--- src/rtl/io_timer_bank.sv ---
// Bank of down-counting interval timers on the J1 IO bus. There is one shared prescaler.
// Each channel has its own reload, one-shot/auto-reload mode, pending flag and irq enable.
module io_timer_bank #(
    parameter int          CHANNELS = 4,
    parameter int          WIDTH    = 16,
    parameter logic [15:0] BASE     = 16'd110,
    parameter int          PRE_W    = 16
) (
    input  logic                clk,
    input  logic                resetq,
    input  logic                io_wr,
    input  logic                io_rd,
    input  logic [15:0]         mem_addr,
    input  logic [15:0]         dout,
    output logic [15:0]         io_din,
    output logic                irq,
    output logic [CHANNELS-1:0] pending
);

    logic [WIDTH-1:0]    count_q  [CHANNELS];
    logic [WIDTH-1:0]    count_d  [CHANNELS];
    logic [WIDTH-1:0]    reload_q [CHANNELS];
    logic [WIDTH-1:0]    reload_d [CHANNELS];
    logic [CHANNELS-1:0] en_q, en_d;
    logic [CHANNELS-1:0] auto_q, auto_d;
    logic [CHANNELS-1:0] irq_en_q, irq_en_d;
    logic [CHANNELS-1:0] pend_q, pend_d;
    logic [PRE_W-1:0]    pre_q, pre_d;
    logic [PRE_W-1:0]    pc_q, pc_d;
    logic                irq_q, irq_d;
    logic                tick;
    logic                in_block;
    logic [15:0]         off;
    logic                unused_io_rd;

    // Reads have no side effects, so the read strobe is not needed.
    assign unused_io_rd = io_rd;

    assign off      = mem_addr - BASE;
    assign in_block = (mem_addr >= BASE);
    assign tick     = (pc_q == '0);
    assign irq      = irq_q;
    assign pending  = pend_q;

    always_comb begin
        pre_d    = pre_q;
        pc_d     = tick ? pre_q : pc_q - 1'b1;
        pend_d   = pend_q;
        en_d     = en_q;
        auto_d   = auto_q;
        irq_en_d = irq_en_q;
        count_d  = count_q;
        reload_d = reload_q;

        if (io_wr && in_block && off == 16'(3 * CHANNELS)) begin
            pre_d = dout[PRE_W-1:0];
            pc_d  = dout[PRE_W-1:0];
        end
        // Clear first so a hardware set in the same cycle overrides it.
        if (io_wr && in_block && off == 16'(3 * CHANNELS + 1))
            pend_d = pend_q & ~dout[CHANNELS-1:0];

        for (int c = 0; c < CHANNELS; c++) begin
            if (tick && en_q[c]) begin
                if (count_q[c] != '0) begin
                    count_d[c] = count_q[c] - 1'b1;
                end else begin
                    pend_d[c] = 1'b1;
                    if (auto_q[c]) count_d[c] = reload_q[c];
                    else           en_d[c]    = 1'b0;
                end
            end
            // CPU writes come last so they beat the hardware update.
            if (io_wr && in_block && off == 16'(3 * c))
                count_d[c] = dout[WIDTH-1:0];
            if (io_wr && in_block && off == 16'(3 * c + 1))
                reload_d[c] = dout[WIDTH-1:0];
            if (io_wr && in_block && off == 16'(3 * c + 2)) begin
                en_d[c]     = dout[0];
                auto_d[c]   = dout[1];
                irq_en_d[c] = dout[2];
            end
        end

        irq_d = |(pend_q & irq_en_q);
    end

    always_comb begin
        io_din = '0;
        if (in_block) begin
            for (int c = 0; c < CHANNELS; c++) begin
                if (off == 16'(3 * c))     io_din = 16'(count_q[c]);
                if (off == 16'(3 * c + 1)) io_din = 16'(reload_q[c]);
                if (off == 16'(3 * c + 2))
                    io_din = {12'd0, pend_q[c], irq_en_q[c], auto_q[c], en_q[c]};
            end
            if (off == 16'(3 * CHANNELS))     io_din = 16'(pre_q);
            if (off == 16'(3 * CHANNELS + 1)) io_din = 16'(pend_q);
        end
    end

    always_ff @(posedge clk or negedge resetq) begin
        if (!resetq) begin
            for (int c = 0; c < CHANNELS; c++) begin
                count_q[c]  <= '0;
                reload_q[c] <= '0;
            end
            en_q     <= '0;
            auto_q   <= '0;
            irq_en_q <= '0;
            pend_q   <= '0;
            pre_q    <= '0;
            pc_q     <= '0;
            irq_q    <= 1'b0;
        end else begin
            count_q  <= count_d;
            reload_q <= reload_d;
            en_q     <= en_d;
            auto_q   <= auto_d;
            irq_en_q <= irq_en_d;
            pend_q   <= pend_d;
            pre_q    <= pre_d;
            pc_q     <= pc_d;
            irq_q    <= irq_d;
        end
    end

endmodule

--- config.mk ---
export PLATFORM = sky130hd
export DESIGN_NAME = io_timer_bank
export DESIGN_NICKNAME = d
export VERILOG_FILES = /design/src/rtl/io_timer_bank.sv
export SDC_FILE = /design/constraint.sdc
export NUM_CORES = 1
export LEC_CHECK = 0
export BUFFER_PORTS_ARGS = -buffer_cell sky130_fd_sc_hd__buf_2
export CAP_MARGIN = 5
export CORE_MARGIN = 2
export CORE_UTILIZATION = 55
export CTS_CLUSTER_SIZE = 10
export DETAILED_ROUTE_END_ITERATION = 8
export PLACE_DENSITY_LB_ADDON = 0.2
export SYNTH_ARGS = -nofsm -noshare
export SYNTH_HDL_FRONTEND = slang
export SYNTH_SLANG_ARGS = --single-unit
--- constraint.sdc ---
create_clock -name clk -period 5 [get_ports clk]
set_input_delay 0.25 -clock clk [delete_from_list [all_inputs] [get_ports clk]]
set_output_delay 0.25 -clock clk [all_outputs]
set_load 0.02 [all_outputs]
==> impl_results.md <==
* Avg WL per Cell at 21.2 microns
* Cell depth of the worst hold path at 3
* Length in cells of the worst reg-to-reg path at 9
* Clock sink total at 177
* Endpoints failing hold at 0
* Wire length of the first global-routing pass at 54.6 mm
* Number of setup violations in the final report at 0
* Fill cell count at 1,777
* Mapped Nets at 1,381
* Final wirelength at 34.4 mm
* Layout Utilization at 60.8%
* Most used cells in the layout excluding fill and tap cells: sky130_fd_sc_hd__nand2_1, sky130_fd_sc_hd__dfrtp_1, sky130_fd_sc_hd__o21ai_0
* Count of mapped cells out of synthesis at 1,334
* Data required time at the worst endpoint at 4.75 ns
* Number of optimization iterations in the first detailed-route pass at 8
* Worst slew pin tran at 1.29 ns
* Number of port buffers at 55
* Clock transition at the registers of the reported paths at 0.07 ns
* Crit path max fanout at 36
* Syn Std Cell Area at 11,200 sq um
* Synthesis-to-finish area growth at 9.27%
* Number of nets still failing antenna checks after routing at 0
* Clock Root Buffer: sky130_fd_sc_hd__clkbuf_16
* Launch point of the worst hold path: dout[9]
* Async set or reset register ratio after synthesis at 100%
* Final critical-path required period at 3.94 ns
* Main area contributors after synthesis: sky130_fd_sc_hd__dfrtp_1, sky130_fd_sc_hd__mux2_2, sky130_fd_sc_hd__nand2_1, sky130_fd_sc_hd__o21ai_0, sky130_fd_sc_hd__a21oi_1
* CTS HTree Levels at 4
* Number of buffers inserted during clock tree synthesis at 17
* Cell taking the most area after synthesis: sky130_fd_sc_hd__dfrtp_1
* RePlAce Congestion at 0.942
* Antenna fix cells at 0
* P per Cell Area at 252 nW/um^2
* Placed Cells incl. Taps at 1,589
* Predominant post-synthesis flop cell: sky130_fd_sc_hd__dfrtp_1
* Type of destination of the critical path: primary output
* Filler-free cell count of the finished design at 1,622
* Register area share after synthesis at 39.6%
* Post-DP HPWL at 24.8 mm
* Max-slew violation count at 0
* Maximum clock insertion buffer count at 2
* Chip Height at 147 microns
* Seq cells post-synth at 177
* Detailed router's first-iteration violation count at 1,150
* Congestion Overflow GR at 0
* Count of vias placed by the detailed router at 10,500
* Fmax achieved at 0.254 GHz
* Number of maximum-capacitance violations at 0
* Core Rows at 52
* Worst-skew pair later-pin latency at 0.45 ns
* Crit path launch: mem_addr[1]
* Synth warnings at 0
* Largest net degree at the start of global routing at 88
* Leakage component of the power at 0.00520 uW
* Number of gates resized after CTS at 0
* Initial antenna violation count at 0
* Setup repair after global routing missed its margin: false
* Arrival time of the worst setup path at 3.69 ns
* Die width at 147 microns
* Top-area cell type share of the netlist area at 39.6%
* Setup Crit Path Kind: input port to primary output
* Most frequent standard cell in the layout excluding fill and tap cells: sky130_fd_sc_hd__nand2_1
* Standard cell core area at 20,100 sq um
* Vias/cell at 6.48
* Count of flip-flops with a built-in enable after synthesis at 0
* GRT Total Usage at 32.4%
* Reg-to-reg startpoint: count_q[7]
* Result of the run: finished, final reports clean
* Number of top-level pins at 57
* Class of the most critical hold timing path: input port to flop
* Final setup TNS at 0 ns
* Setup Buffers After CTS at 0
* Distinct cell type count after synthesis at 69
* CP startpoint kind: input port
* Slew margin rel. at 14.1%
* Post-Syn Area per Cell at 8.39 sq um
* Nets@finish at 1,386
* Starting utilization of the core area at 55.7%
* Worst Skew at 0.0120 ns
* Number of global-route vias before repair at 9,777
* Share of final-layout standard cells stronger than drive strength 1 at 14.9%
* Footprint of the multi-input gates at 6250 sq um
* Largest voltage drop on the vdd net at 249 uV
* Die ar. at 21,500 sq um
* Combined flip-flop and latch cell area at 4430 sq um
* TritonCTS clock tree: built
* Final critical-path share of the clock period at 78.8%
* Detailed-route DRC error count at 0
-- critical path, cell delays in order --
cell and delay, ns:
sky130_fd_sc_hd__buf_2 0.09, sky130_fd_sc_hd__buf_4 0.43, sky130_fd_sc_hd__nand3_1 0.22, sky130_fd_sc_hd__o31a_1 0.38, sky130_fd_sc_hd__a211o_1 0.37, sky130_fd_sc_hd__or4_1 0.68, sky130_fd_sc_hd__a211o_1 0.44, sky130_fd_sc_hd__a21boi_0 0.19
sky130_fd_sc_hd__a32oi_1 0.39, sky130_fd_sc_hd__buf_2 0.25
-- cells in the mapped netlist, types with 5 or more instances --
library cell	instances
sky130_fd_sc_hd__nand2_1	193
sky130_fd_sc_hd__dfrtp_1	177
sky130_fd_sc_hd__o21ai_0	123
sky130_fd_sc_hd__a21oi_1	114
sky130_fd_sc_hd__nor2_1	112
sky130_fd_sc_hd__clkbuf_1	66
sky130_fd_sc_hd__mux2_2	66
sky130_fd_sc_hd__o22ai_1	38
sky130_fd_sc_hd__inv_1	37
sky130_fd_sc_hd__nor3_1	37
sky130_fd_sc_hd__nand3_1	24
sky130_fd_sc_hd__or3_1	22
sky130_fd_sc_hd__mux2i_1	21
sky130_fd_sc_hd__a211oi_1	20
sky130_fd_sc_hd__nor4_1	17
sky130_fd_sc_hd__buf_2	16
sky130_fd_sc_hd__nor2b_1	16
sky130_fd_sc_hd__a222oi_1	14
sky130_fd_sc_hd__a2bb2oi_1	14
sky130_fd_sc_hd__a21boi_0	13
sky130_fd_sc_hd__xnor2_1	13
sky130_fd_sc_hd__a32oi_1	12
sky130_fd_sc_hd__ha_1	11
sky130_fd_sc_hd__o31ai_1	10
sky130_fd_sc_hd__or2_2	10
sky130_fd_sc_hd__a31oi_1	9
sky130_fd_sc_hd__nand4_1	9
sky130_fd_sc_hd__xor2_1	9
sky130_fd_sc_hd__a21o_1	8
sky130_fd_sc_hd__nand2b_1	8
sky130_fd_sc_hd__or4_1	8
sky130_fd_sc_hd__o31a_1	7
sky130_fd_sc_hd__a22oi_1	6
sky130_fd_sc_hd__o211ai_1	5
-- metrics by stage --
step	total power, uW	instance area [sq um]	hold slack [ns]	setup WS, ns
final	3080	12200	0.137	1.06
after global routing	3170	12200	0.150	0.841
after CTS	3090	12200	0.132	1.11
after detailed placement	1710	11600	0.370	1.12
after global placement	1700	11600	0.377	1.14
after floorplan	1610	11200	-0.0456	1.48
-- kinds of logic (layout without fill, tap and decap cells) --
| logic type | after synthesis | after routing | synth area share [%] |
|---|---|---|---|
| compound gates | 423 | 423 | 23.5 |
| xor+xnor | 22 | 22 | 1.72 |
| fa+ha+maj | 11 | 11 | 1.23 |
| buf+inv | 130 | 148 | 4.69 |
| flops | 177 | 177 | 39.6 |
| mux | 89 | 89 | 8.92 |
| simple gates | 482 | 482 | 20.4 |
-- state kept, by name (all words and copies together), names as in the netlist --
signal    cells
irq           1
irq_en_q      4
count_q      64
pc_q         16
reload_q     64
pre_q        16
auto_q        4
pending       4
en_q          4
-- area by class of cell --
class	count	share of cell area, %
clock inverter	12	1.21
inverter	37	1.14
sequential	177	36.2
clock buffer	20	3.74
multi-input combinational	1027	51.1
timing repair buffer	79	3.80
tap	270	2.76
-- power breakdown --
part / internal [uW] / total [uW] / switching (uW)
logic: 60.1 / 215 / 155
clock network: 776 / 1400 / 621
registers: 1450 / 1470 / 20.0
-- routing by layer --
| layer | up-vias | routed length (microns) | global-route usage [%] | part of all wire [%] |
|---|---|---|---|---|
| li1 | 4878 | - | - | - |
| met1 | 5085 | 15000 | 45.4 | 44 |
| met2 | 468 | 15600 | 50.4 | 45 |
| met3 | 85 | 2450 | 5.25 | 7.1 |
| met4 | 0 | 1350 | 13.3 | 3.9 |
| met5 | - | 0 | 0 | 0 |
-- worst paths after layout --
path / to / slack (ns)
max in group asynchronous: reload_q[17] / 3.37
worst min register to register: irq / 0.51
worst min-delay path: count_q[41] / 0.14
worst max-delay path: io_din[5] / 1.06
min in group asynchronous: irq_en_q[0] / 0.40
worst max register to register: count_q[14] / 1.29
-- what timing repair did --
item	CTS	global route
setup endpoints to repair	0	0
hold buffers	1	0
endpoints found under the hold margin	85	0
Power figures use the tool's default switching activity.
